[src/rtl/sensor_readout.sv]
// Row readout: captures a row on NEW_ROW and streams it column by column via a show-ahead FIFO, first word valid 1 cycle after the strobe.
// OUT_READY low fills the FIFO and stalls the row; NEW_ROW mid-row is dropped (ROW_DROP). READOUT_GRAY_DECODE_EN enables Gray-to-binary decode.
module sensor_readout #(
  parameter int PIXEL_BITS   = 8,
  parameter int ARRAY_WIDTH  = 2,
  parameter int ARRAY_HEIGHT = 2,
  parameter int FIFO_DEPTH   = 4
) (
  input  logic                              CLK,
  input  logic                              RESET,
  input  logic                              NEW_ROW,
  input  logic                              FRAME_FINISHED,
  input  logic [ARRAY_WIDTH*PIXEL_BITS-1:0] ROW_DATA,
  output logic [PIXEL_BITS-1:0]             OUT_DATA,
  output logic                              OUT_VALID,
  input  logic                              OUT_READY,
  output logic                              OUT_FIRST,
  output logic                              OUT_LAST,
  output logic                              OUT_EOL,
  output logic                              ROW_DROP
);
  localparam int AW = (FIFO_DEPTH > 1) ? $clog2(FIFO_DEPTH) : 1;
  localparam int NW = AW + 1;
  localparam int CW = (ARRAY_WIDTH > 1) ? $clog2(ARRAY_WIDTH) : 1;
  localparam int RW = (ARRAY_HEIGHT > 1) ? $clog2(ARRAY_HEIGHT) : 1;
  localparam int EW = PIXEL_BITS + 3;

  typedef enum logic {ST_IDLE, ST_SHIFT} state_t;

  state_t                          state_q;
  logic [ARRAY_WIDTH*PIXEL_BITS-1:0] row_buf_q;
  logic [RW-1:0]                   tag_q;
  logic [RW-1:0]                   row_idx_q;
  logic [RW-1:0]                   row_idx_d;
  logic [RW-1:0]                   row_inc;
  logic [CW-1:0]                   col_q;
  logic                            drop_q;
  logic [AW-1:0]                   wr_ptr_q;
  logic [AW-1:0]                   rd_ptr_q;
  logic [NW-1:0]                   count_q;
  logic [NW-1:0]                   count_d;
  logic [EW-1:0]                   mem_q [FIFO_DEPTH];

  logic                  full;
  logic                  push;
  logic                  pop;
  logic                  col_end;
  logic                  final_push;
  logic [PIXEL_BITS-1:0] pix_raw;
  logic [PIXEL_BITS-1:0] pix;
  logic                  first_f;
  logic                  eol_f;
  logic                  last_f;
  logic [EW-1:0]         push_dat;
  logic [EW-1:0]         head;

  // Full test uses the registered count, so a same-edge pop never frees a slot.
  assign full       = (count_q == NW'(FIFO_DEPTH));
  assign push       = (state_q == ST_SHIFT) && !full;
  assign pop        = OUT_VALID && OUT_READY;
  assign col_end    = (col_q == CW'(ARRAY_WIDTH - 1));
  assign final_push = push && col_end;

  assign pix_raw = row_buf_q[int'(col_q)*PIXEL_BITS +: PIXEL_BITS];

`ifdef READOUT_GRAY_DECODE_EN
  function automatic logic [PIXEL_BITS-1:0] gray2bin(input logic [PIXEL_BITS-1:0] g);
    logic [PIXEL_BITS-1:0] b;
    b[PIXEL_BITS-1] = g[PIXEL_BITS-1];
    for (int i = PIXEL_BITS - 2; i >= 0; i--) b[i] = b[i+1] ^ g[i];
    return b;
  endfunction
  assign pix = gray2bin(pix_raw);
`else
  assign pix = pix_raw;
`endif

  assign first_f  = (tag_q == '0) && (col_q == '0);
  assign eol_f    = col_end;
  assign last_f   = col_end && (tag_q == RW'(ARRAY_HEIGHT - 1));
  assign push_dat = {first_f, last_f, eol_f, pix};

  assign row_inc   = (row_idx_q == RW'(ARRAY_HEIGHT - 1)) ? '0 : row_idx_q + RW'(1);
  assign row_idx_d = FRAME_FINISHED ? '0 : (final_push ? row_inc : row_idx_q);

  always_comb begin
    count_d = count_q;
    if (push && !pop) count_d = count_q + NW'(1);
    else if (!push && pop) count_d = count_q - NW'(1);
  end

  always_ff @(posedge CLK or posedge RESET) begin
    if (RESET) begin
      state_q   <= ST_IDLE;
      row_buf_q <= '0;
      tag_q     <= '0;
      row_idx_q <= '0;
      col_q     <= '0;
      drop_q    <= 1'b0;
      wr_ptr_q  <= '0;
      rd_ptr_q  <= '0;
      count_q   <= '0;
    end else begin
      count_q   <= count_d;
      row_idx_q <= row_idx_d;
      if (push) wr_ptr_q <= wr_ptr_q + AW'(1);
      if (pop)  rd_ptr_q <= rd_ptr_q + AW'(1);
      case (state_q)
        ST_IDLE: begin
          if (NEW_ROW) begin
            row_buf_q <= ROW_DATA;
            tag_q     <= row_idx_q;
            col_q     <= '0;
            state_q   <= ST_SHIFT;
          end
        end
        ST_SHIFT: begin
          if (final_push) begin
            col_q <= '0;
            // Back-to-back row takes the index the finishing row hands over.
            if (NEW_ROW) begin
              row_buf_q <= ROW_DATA;
              tag_q     <= row_idx_d;
            end else begin
              state_q <= ST_IDLE;
            end
          end else begin
            if (push)    col_q  <= col_q + CW'(1);
            if (NEW_ROW) drop_q <= 1'b1;
          end
        end
        default: state_q <= ST_IDLE;
      endcase
    end
  end

  always_ff @(posedge CLK) begin
    if (push) mem_q[wr_ptr_q] <= push_dat;
  end

  assign head      = mem_q[rd_ptr_q];
  assign OUT_VALID = (count_q != '0);
  assign OUT_DATA  = OUT_VALID ? head[PIXEL_BITS-1:0] : '0;
  assign OUT_EOL   = OUT_VALID && head[PIXEL_BITS];
  assign OUT_LAST  = OUT_VALID && head[PIXEL_BITS+1];
  assign OUT_FIRST = OUT_VALID && head[PIXEL_BITS+2];
  assign ROW_DROP  = drop_q;

endmodule

[config.mk]
export PLATFORM = sky130hd
export DESIGN_NAME = sensor_readout
export DESIGN_NICKNAME = d
export VERILOG_FILES = /design/src/rtl/sensor_readout.sv
export SDC_FILE = /design/constraint.sdc
export NUM_CORES = 1
export LEC_CHECK = 0
export ABC_AREA = 1
export BUFFER_PORTS_ARGS = -buffer_cell sky130_fd_sc_hd__buf_2
export CAP_MARGIN = 20
export CELL_PAD_IN_SITES_DETAIL_PLACEMENT = 0
export CELL_PAD_IN_SITES_GLOBAL_PLACEMENT = 1
export CORE_MARGIN = 1.5
export CORE_UTILIZATION = 49
export DETAILED_ROUTE_END_ITERATION = 8
export GPL_TIMING_DRIVEN = 0
export PLACE_DENSITY_LB_ADDON = 0.1
export SLEW_MARGIN = 10
export SYNTH_ARGS = -nofsm -noshare
export SYNTH_HDL_FRONTEND = slang
export SYNTH_SLANG_ARGS = --single-unit
[constraint.sdc]
create_clock -name CLK -period 4.4 [get_ports CLK]
set_clock_uncertainty 0.1 [all_clocks]
set_input_delay 0.44 -clock CLK [delete_from_list [all_inputs] [get_ports CLK]]
set_output_delay 0.44 -clock CLK [all_outputs]
set_load 0.005 [all_outputs]
==> results.json, run 1 <==
{
  "p_per_area_nw_per_um2": 805,
  "synth_ff_type": "edfxtp_1",
  "io_buffers": 33,
  "cts_resized": 0,
  "postSynthAreaPerCell_um2": 10.3,
  "grt_setup_unrepaired": "false",
  "async_flop_share_pct": 38.9,
  "cts_buffers": 9,
  "slew_headroom_pct": 29.7,
  "grt_use_met1_pct": 26.4,
  "synth_area_um2": 3060,
  "cts-root-buf": "clkbuf_8",
  "ys_types": 25,
  "yosys_warnings": 0,
  "grt_pass1_vias": 1932,
  "grt_usage_pct": 20.2,
  "nNetsFinal": 371,
  "die-width_um": 82.1,
  "ant_nets": 0,
  "diodes": 0,
  "path_class": "reg -> out",
  "leakage_nw": 1.59,
  "synth-edff-count": 44,
  "grt_use_met2_pct": 32.3,
  "cts_num_sinks": 72,
  "synth.net_count": 323,
  "worstSkewPairLatency_ps": 340,
  "grt.overflow.total": 0,
  "die_h_um": 82.1,
  "vias_per_cell": 4.96,
  "use_met3_pct": 3.00,
  "slew_violations": 0,
  "tightest_slew_ps": 1050,
  "required_ps": 3860,
  "path_clk_slew_ps": 70,
  "start_util_pct": 51.1,
  "period_minus_slack_ps": 2510,
  "cap_violations": 0,
  "wl_um": 5930,
  "drt-initial-drc-count": 89,
  "fin_tns_setup_ps": 0,
  "route.detailed.drc": 0,
  "synth-seq-area-share_pct": 66.0,
  "status": "finished clean",
  "place_congestion": 0.752,
  "max_freq_mhz": 399,
  "setup_violations": 0,
  "drive_above_1_share_pct": 17.8,
  "whs_ps": 226,
  "hold_viol_final": 0,
  "rows": 28,
  "power_mw": 2.89,
  "ys_ff_latch": 72,
  "detail_route.first_pass.iterations": 4,
  "vias": 2101,
  "io-pin-count": 34,
  "synth_cells": 296,
  "worst_ep_arrival_time_ps": 1970,
  "max-clock-path-buffers": 2,
  "cp-start-kind": "register",
  "grt_max_degree": 22,
  "antenna_found_initial": 0,
  "core_um2": 5990,
  "cp_max_fo": 10,
  "ctsHtreeMaxLevel": 3,
  "cts_tree": "done",
  "hp-class": "in -> reg",
  "grt_pass1_wl_um": 9470,
  "fin_crit_sh_pct": 56.9,
  "area_growth_pct": 17.1,
  "peakVddDrop_mv": 0.454,
  "worstSetupEndpointType": "primary output",
  "die_area_um2": 6730,
  "wl_per_cell_um": 14.0,
  "top_usage_layer": "met2",
  "dpl.hpwl_um": 3930
}
cells in the mapped netlist, types with 2 or more instances:
| cell | count | area share [%] |
|---|---|---|
| a21oi_1 | 16 | 2.6 |
| buf_2 | 3 | 0.49 |
| clkbuf_1 | 6 | 0.74 |
| dfrtp_1 | 28 | 23 |
| edfxtp_1 | 44 | 43 |
| ha_1 | 5 | 2.0 |
| inv_1 | 22 | 2.7 |
| nand2_1 | 56 | 6.9 |
| nand2_2 | 3 | 0.61 |
| nand3_1 | 14 | 2.3 |
| nor2_1 | 56 | 6.9 |
| o21ai_0 | 28 | 4.6 |
| xnor2_1 | 2 | 0.57 |
| xor2_1 | 2 | 0.57 |
cell type report:
cell class | count | area, µm²
fillers | 540 | 2400
flip-flops and latches | 72 | 2020
multi-input cells | 189 | 893
repair buffers | 37 | 218
clock buffers | 11 | 131
well taps | 75 | 93.8
inverters | 22 | 82.6
clock inverters | 5 | 81.3
plain buffers | 13 | 65.1
repair_timing:
action,CTS,global route
hold buffers,1,0
hold endpoints to repair,7,0
buffers inserted,0,0
metal layers:
metal / vias up / wire length [µm]
li1: 1071 / -
met1: 978 / 2750
met2: 41 / 2900
met3: 11 / 155
met4: 0 / 121
met5: - / 0
worst paths after layout:
kind | startpoint | endpoint | slack [ps] | cells after the start
min in group asynchronous | RESET | count_q[1] | 520 | 3
hold / removal | ROW_DATA[9] | row_buf_q[9] | 230 | 3
setup reg to reg | count_q[0] | count_q[2] | 2070 | 9
hold reg to reg | row_buf_q[11] | row_buf_q[11] | 380 | 2
max in group asynchronous | RESET | row_buf_q[13] | 3230 | 4
setup / recovery | count_q[0] | OUT_DATA[5] | 1890 | 4
critical path, cell delays in order (launching register included):
cell and delay, ps:
dfrtp_1 440, nor3_1 410, clkbuf_1 500, a21oi_1 110, buf_2 160
cells in the final DEF (no fill, tap or decap), types with 2 or more instances in the layout:
cell type	Yosys	final
a21oi_1	16	16
buf_2	3	36
buf_4	1	3
bufinv_16	0	2
clkbuf_1	6	8
clkbuf_8	0	9
dfrtp_1	28	28
edfxtp_1	44	44
ha_1	5	5
inv_1	22	22
nand2_1	56	56
nand2_2	3	3
nand3_1	14	14
nor2_1	56	56
o21ai_0	28	28
xnor2_1	2	2
xor2_1	2	2
sequential cells by signal, indices dropped and copies added, names as in the netlist, 2 cells and up:
| signal | count |
|---|---|
| count_q | 3 |
| mem_q | 44 |
| row_buf_q | 16 |
| wr_ptr_q | 2 |
| rd_ptr_q | 2 |
logic make-up (layout without fill, tap and decap cells):
logic type | after synthesis | in the layout | synth area share [%]
compound gates | 45 | 45 | 7.43
fa+ha+maj | 6 | 6 | 2.70
flops | 72 | 72 | 66.0
mux | 1 | 1 | 0.368
xor+xnor | 4 | 4 | 1.14
simple gates | 133 | 133 | 17.5
buf+inv | 35 | 88 | 4.82
per-stage QoR:
stage	worst slack (ps)	utilization [%]	cells	area, µm²
finish	1890	59.9	424	3590
global route	1690	59.9	424	3590
CTS	1840	59.6	422	3570
detailed placement	2080	55.9	405	3350
global placement	2100	55.5	404	3320
floorplan	2370	-	296	3060
report_power, final:
part	total, mW	internal, mW	switching (mW)	leakage [nW]
Clock	0.552	0.320	0.232	0.104
Sequential	1.25	1.12	0.125	0.743
Combinational	1.09	0.389	0.699	0.739
No activity file was read; power rests on OpenSTA's default activity.
==> run 2: changes to the inputs <==
Settings changed: CORE_UTILIZATION 49 to 45.
Clock period 4.4 ns to 2.4 ns, I/O delays scaled along.
==> run 2 against run 1 <==
Effect of this change:
- sequential power up 84%
- combinational power up 84%
- non-clock buffer count up 1
- largest power group unchanged
==> results.json, run 2 (same netlist as run 1, synthesis figures left out) <==
{
  "slew_violations": 0,
  "grt_use_met2_pct": 30.4,
  "largest_reg_flops": 44,
  "core_um2": 6460,
  "cap_violations": 0,
  "grt.overflow.total": 0,
  "rows": 29,
  "worstSkewPairLatency_ps": 330,
  "fin_tns_setup_ps": 0,
  "whs_ps": 37.0,
  "place_congestion": 0.731,
  "grt_pass1_wl_um": 10400,
  "wl_per_cell_um": 14.0,
  "io-pin-count": 34,
  "grt_max_degree": 22,
  "grt_usage_pct": 18.9,
  "multi_input_area_um2": 898,
  "start_util_pct": 47.4,
  "cts_num_sinks": 72,
  "cts-root-buf": "clkbuf_8",
  "rr_worst_depth": 8,
  "area_growth_pct": 17.9,
  "use_met3_pct": 2.89,
  "pwr-share-clk_pct": 19.4,
  "max-clock-path-buffers": 2,
  "detail_route.first_pass.iterations": 4,
  "slew_headroom_pct": 33.2,
  "top_usage_layer": "met2",
  "seqCellArea_um2": 2020,
  "grt_use_met1_pct": 26.0,
  "period_minus_slack_ps": 2190,
  "path_class": "reg -> out",
  "peakVddDrop_mv": 0.660,
  "hold_end": "row_buf_q[8]",
  "intPower_mw": 3.39,
  "p_per_area_nw_per_um2": 1480,
  "drt-initial-drc-count": 103,
  "setup_violations": 0,
  "ctsHtreeMaxLevel": 3,
  "fin_cells": 427,
  "tightest_slew_ps": 999,
  "cp_max_fo": 10,
  "biggestRegsByFlops": "mem_q: 44 flops, row_buf_q: 16 flops, count_q: 3 flops",
  "dpl.hpwl_um": 4090,
  "path_clk_slew_ps": 70,
  "swShare_pct": 36.6,
  "antenna_found_initial": 0,
  "r2r_setup_slack_ps": 230,
  "min_path_cells": 3,
  "route.detailed.drc": 0,
  "max_freq_mhz": 457,
  "final_cell_mix": "nor2_1, nand2_1, edfxtp_1, buf_2",
  "drive_above_1_share_pct": 19.1,
  "grt_pass1_vias": 2113,
  "worst_ep_arrival_time_ps": 1850,
  "grt_setup_unrepaired": "false",
  "hp-class": "in -> reg",
  "nNetsFinal": 372,
  "vias_per_cell": 4.87,
  "wl_um": 6000,
  "cts_buffers": 9,
  "worstHoldStart": "ROW_DATA[8]",
  "largest-register": "mem_q",
  "diodes": 0,
  "cts_tree": "done",
  "cts_setup_buffers": 0,
  "r2r_start": "count_q[0]",
  "ant_nets": 0,
  "worstSetupEndpointType": "primary output",
  "seqPwrFrac_pct": 43.0,
  "vias": 2078,
  "dp_cells": 407,
  "p_switching_mw": 1.96,
  "die-width_um": 85.5,
  "power_mw": 5.35,
  "hold_viol_final": 0,
  "combPwrFrac_pct": 37.6,
  "die_area_um2": 7310,
  "leakage_nw": 1.60,
  "io_buffers": 33,
  "fin_crit_sh_pct": 91.3,
  "cp-start-kind": "register",
  "n_fill_cell": 608,
  "die_h_um": 85.5,
  "r2r_end": "count_q[1]",
  "status": "finished clean",
  "required_ps": 2060
}
[run 2: cell types whose count changed in the layout (fill, tap and decap cells not counted), sizes merged]
cell / previous run / this run
clkinv: 2 / 3
buf: 42 / 43
clkbuf: 18 / 17
[run 2: cell type report]
| type | count | area share [%] |
|---|---|---|
| flip-flops and latches | 72 | 56.0 |
| multi-input cells | 189 | 24.9 |
| repair buffers | 38 | 6.24 |
| clock buffers | 10 | 3.81 |
| well taps | 77 | 2.67 |
| clock inverters | 6 | 2.29 |
| inverters | 22 | 2.29 |
| plain buffers | 13 | 1.84 |
[run 2: worst max-delay path: stages (launching register included)]
cell,delay [ps]
dfrtp_1,440
inv_1,160
clkbuf_1,410
o21ai_0,170
a21oi_1,200
buf_2,140
[run 2: what timing repair did]
action                                  in CTS  in global routing
hold buffers                                 1                  0
endpoints found under the setup margin       0                  8
resized for setup                            0                  3
endpoints found under the hold margin        7                  0
[run 2: through the flow]
| stage | setup WS, ps | utilization (%) | area (µm²) |
|---|---|---|---|
| global placement | 201 | 51.5 | 3320 |
| finish | 210 | 55.9 | 3610 |
| detailed placement | 157 | 51.9 | 3350 |
| global route | 40.5 | 55.9 | 3610 |
| CTS | 112 | 55.5 | 3580 |
| floorplan | 368 | - | 3060 |
[run 2: how the worst max path moves through the flow]
| stage | depth (start not counted) | endpoint | start | slack [ps] |
|---|---|---|---|---|
| 2_1_floorplan | 9 | count_q[2] | count_q[0] | 370 |
| 3_3_place_gp | 9 | count_q[2] | count_q[0] | 200 |
| 3_5_place_dp | 9 | count_q[2] | count_q[0] | 160 |
| 4_1_cts | 4 | OUT_DATA[4] | count_q[0] | 110 |
| 5_1_grt | 5 | OUT_DATA[4] | rd_ptr_q[0] | 40 |
| 6_report | 5 | OUT_DATA[4] | rd_ptr_q[0] | 210 |
[run 2: power groups by stage]
| stage | Sequential (mW) | Clock, mW | Combinational (mW) |
|---|---|---|---|
| 2_1_floorplan | 2.25 | 0 | 1.37 |
| 3_3_place_gp | 2.31 | 0 | 1.95 |
| 3_5_place_dp | 2.33 | 0 | 2.01 |
| 4_1_cts | 2.30 | 1.06 | 2.01 |
| 5_1_grt | 2.36 | 1.12 | 2.36 |
| 6_report | 2.30 | 1.04 | 2.01 |
[run 2: metal layers]
metal	vias to the layer above	part of all wire, %
met5	-	0
met4	0	1.5
met3	8	4.1
met2	45	49
met1	948	45
li1	1077	-
==> run 3: changes to the inputs <==
--- a/constraint.sdc
+++ b/constraint.sdc
@@ -4,2 +4,2 @@
 set_output_delay 0.24 -clock CLK [all_outputs]
-set_load 0.005 [all_outputs]
+set_load 0.05 [all_outputs]
==> run 3 against run 2 <==
Effect of this change:
- critical path depth grew 3
- cell area is essentially flat
- first-iteration DRC count is the same
- non-clock buffer count is the same
- global-route usage is the same
- wire length is essentially flat
- register-to-register slack is essentially flat
- sequential cell count is the same
- count of clock-buffer cells in the layout is the same
- fmax grew 0.94%
- die area is the same
- cell count is the same
==> results.json, run 3 (same netlist as run 1, synthesis figures left out) <==
{
  "cp.depth": 8,
  "cts_setup_buffers": 0,
  "r2r_start": "count_q[0]",
  "grt_pass1_wl_um": 10400,
  "place_congestion": 0.731,
  "status": "finished clean",
  "vias_per_cell": 4.87,
  "cp_max_fo": 7,
  "slew_headroom_pct": 33.2,
  "ctsHtreeMaxLevel": 3,
  "vias": 2078,
  "grt.overflow.total": 0,
  "core_um2": 6460,
  "cts_tree": "done",
  "cp_slowest_stage_delay_ps": 460,
  "grt_usage_pct": 18.9,
  "dpl.hpwl_um": 4090,
  "diodes": 0,
  "setup_violations": 0,
  "crit_chain": "nor2_2 > nand2_2 > nand2_1 > inv_1 > ha_1 > inv_1 > fa_1 > mux2_2",
  "antenna_found_initial": 0,
  "die_area_um2": 7310,
  "grt_pass1_vias": 2113,
  "drive_above_1_share_pct": 19.7,
  "period_minus_slack_ps": 2170,
  "max-clock-path-buffers": 2,
  "fin_tns_setup_ps": 0,
  "crit_start": "count_q[0]",
  "largest_reg_flops": 44,
  "cp_common_cell": "inv_1",
  "die-width_um": 85.5,
  "path_clk_slew_ps": 80,
  "required_ps": 2530,
  "max_freq_mhz": 461,
  "ant_nets": 0,
  "worstHoldStart": "ROW_DATA[8]",
  "route.detailed.drc": 0,
  "io-pin-count": 34,
  "largest-register": "mem_q",
  "cap_violations": 0,
  "hp-class": "in -> reg",
  "biggestRegsByFlops": "mem_q: 44 flops, row_buf_q: 16 flops, count_q: 3 flops",
  "worstSkewPairLatency_ps": 340,
  "tightest_slew_ps": 999,
  "n_fill_cell": 607,
  "die_h_um": 85.5,
  "hold_viol_final": 0,
  "cp_top_family": "adder cells",
  "grt_setup_unrepaired": "false",
  "detail_route.first_pass.iterations": 4,
  "rows": 29,
  "rr_worst_depth": 8,
  "slew_violations": 0,
  "crit_path_top_delay_cell": "dfrtp_1",
  "min_path_cells": 3,
  "cp-start-kind": "register",
  "nNetsFinal": 372,
  "cts_buffers": 9,
  "wl_per_cell_um": 14.1,
  "cts-root-buf": "clkbuf_8",
  "cts_num_sinks": 72,
  "area_growth_pct": 18.0,
  "io_buffers": 33,
  "grt_max_degree": 22,
  "start_util_pct": 47.4,
  "final_cell_mix": "nor2_1, nand2_1, edfxtp_1, buf_2",
  "fin_crit_sh_pct": 90.4,
  "drt-initial-drc-count": 103,
  "path_class": "reg -> reg",
  "critPathBufInv": 2,
  "wl_um": 6000,
  "worstSetupEndpointType": "register",
  "worst_ep_arrival_time_ps": 2300
}
[run 3: cell counts in the layout (fill, tap and decap cells not counted)]
Identical to the previous run, type by type.
[run 3: path summary, 6_finish.rpt]
path / slack (ps) / endpoint
worst min register to register: 370 / row_buf_q[10]
worst min-delay path: 30 / row_buf_q[8]
worst max register to register: 230 / count_q[1]
worst max-delay path: 230 / count_q[1]
max in group asynchronous: 1420 / row_buf_q[15]
min in group asynchronous: 330 / wr_ptr_q[0]
[run 3: final cells by class]
cell class,count,area (µm²),area share [%]
Timing Repair Buffer,38,225,6.23
Tap cell,77,96.3,2.67
Multi-Input combinational cell,189,898,24.9
Clock buffer,10,138,3.81
Clock inverter,6,82.6,2.29
Sequential cell,72,2020,56.0
Inverter,22,82.6,2.29
Buffer,13,68.8,1.90
[run 3: worst register-to-register path, cell delays in order (launching register included)]
cell	delay (ps)
dfrtp_1	460
nor2_2	150
nand2_2	90
nand2_1	210
inv_1	110
ha_1	200
inv_1	90
fa_1	410
mux2_2	260
[run 3: routing by layer]
layer / GRT usage (%) / vias up / share of wire, %
li1: - / 1078 / -
met1: 26.0 / 946 / 44
met2: 30.4 / 48 / 50
met3: 2.89 / 6 / 4.9
met4: 7.77 / 0 / 1.3
met5: 0 / - / 0
[run 3: repair_timing]
item | CTS | global route
setup endpoints to repair | 0 | 12
hold endpoints to repair | 7 | 0
resized for setup | 0 | 7
hold buffers | 1 | 0
[run 3: through the flow]
step                      utilization (%)  hold slack [ps]  cell area, µm²  cells  setup WS, ps
final                                55.9             33.9            3610    427           230
after global routing                 55.9             45.9            3610    427          77.1
after CTS                            55.5             22.5            3580    424          26.3
after detailed placement             51.9              153            3350    407           157
after global placement               51.5              354            3320    406           201
after floorplan                         -              205            3060    296           124
Power of run 3 is left out: the tool's default activity adds up to more than one toggle a clock period on the data nets, which glitch-free logic cannot reach.
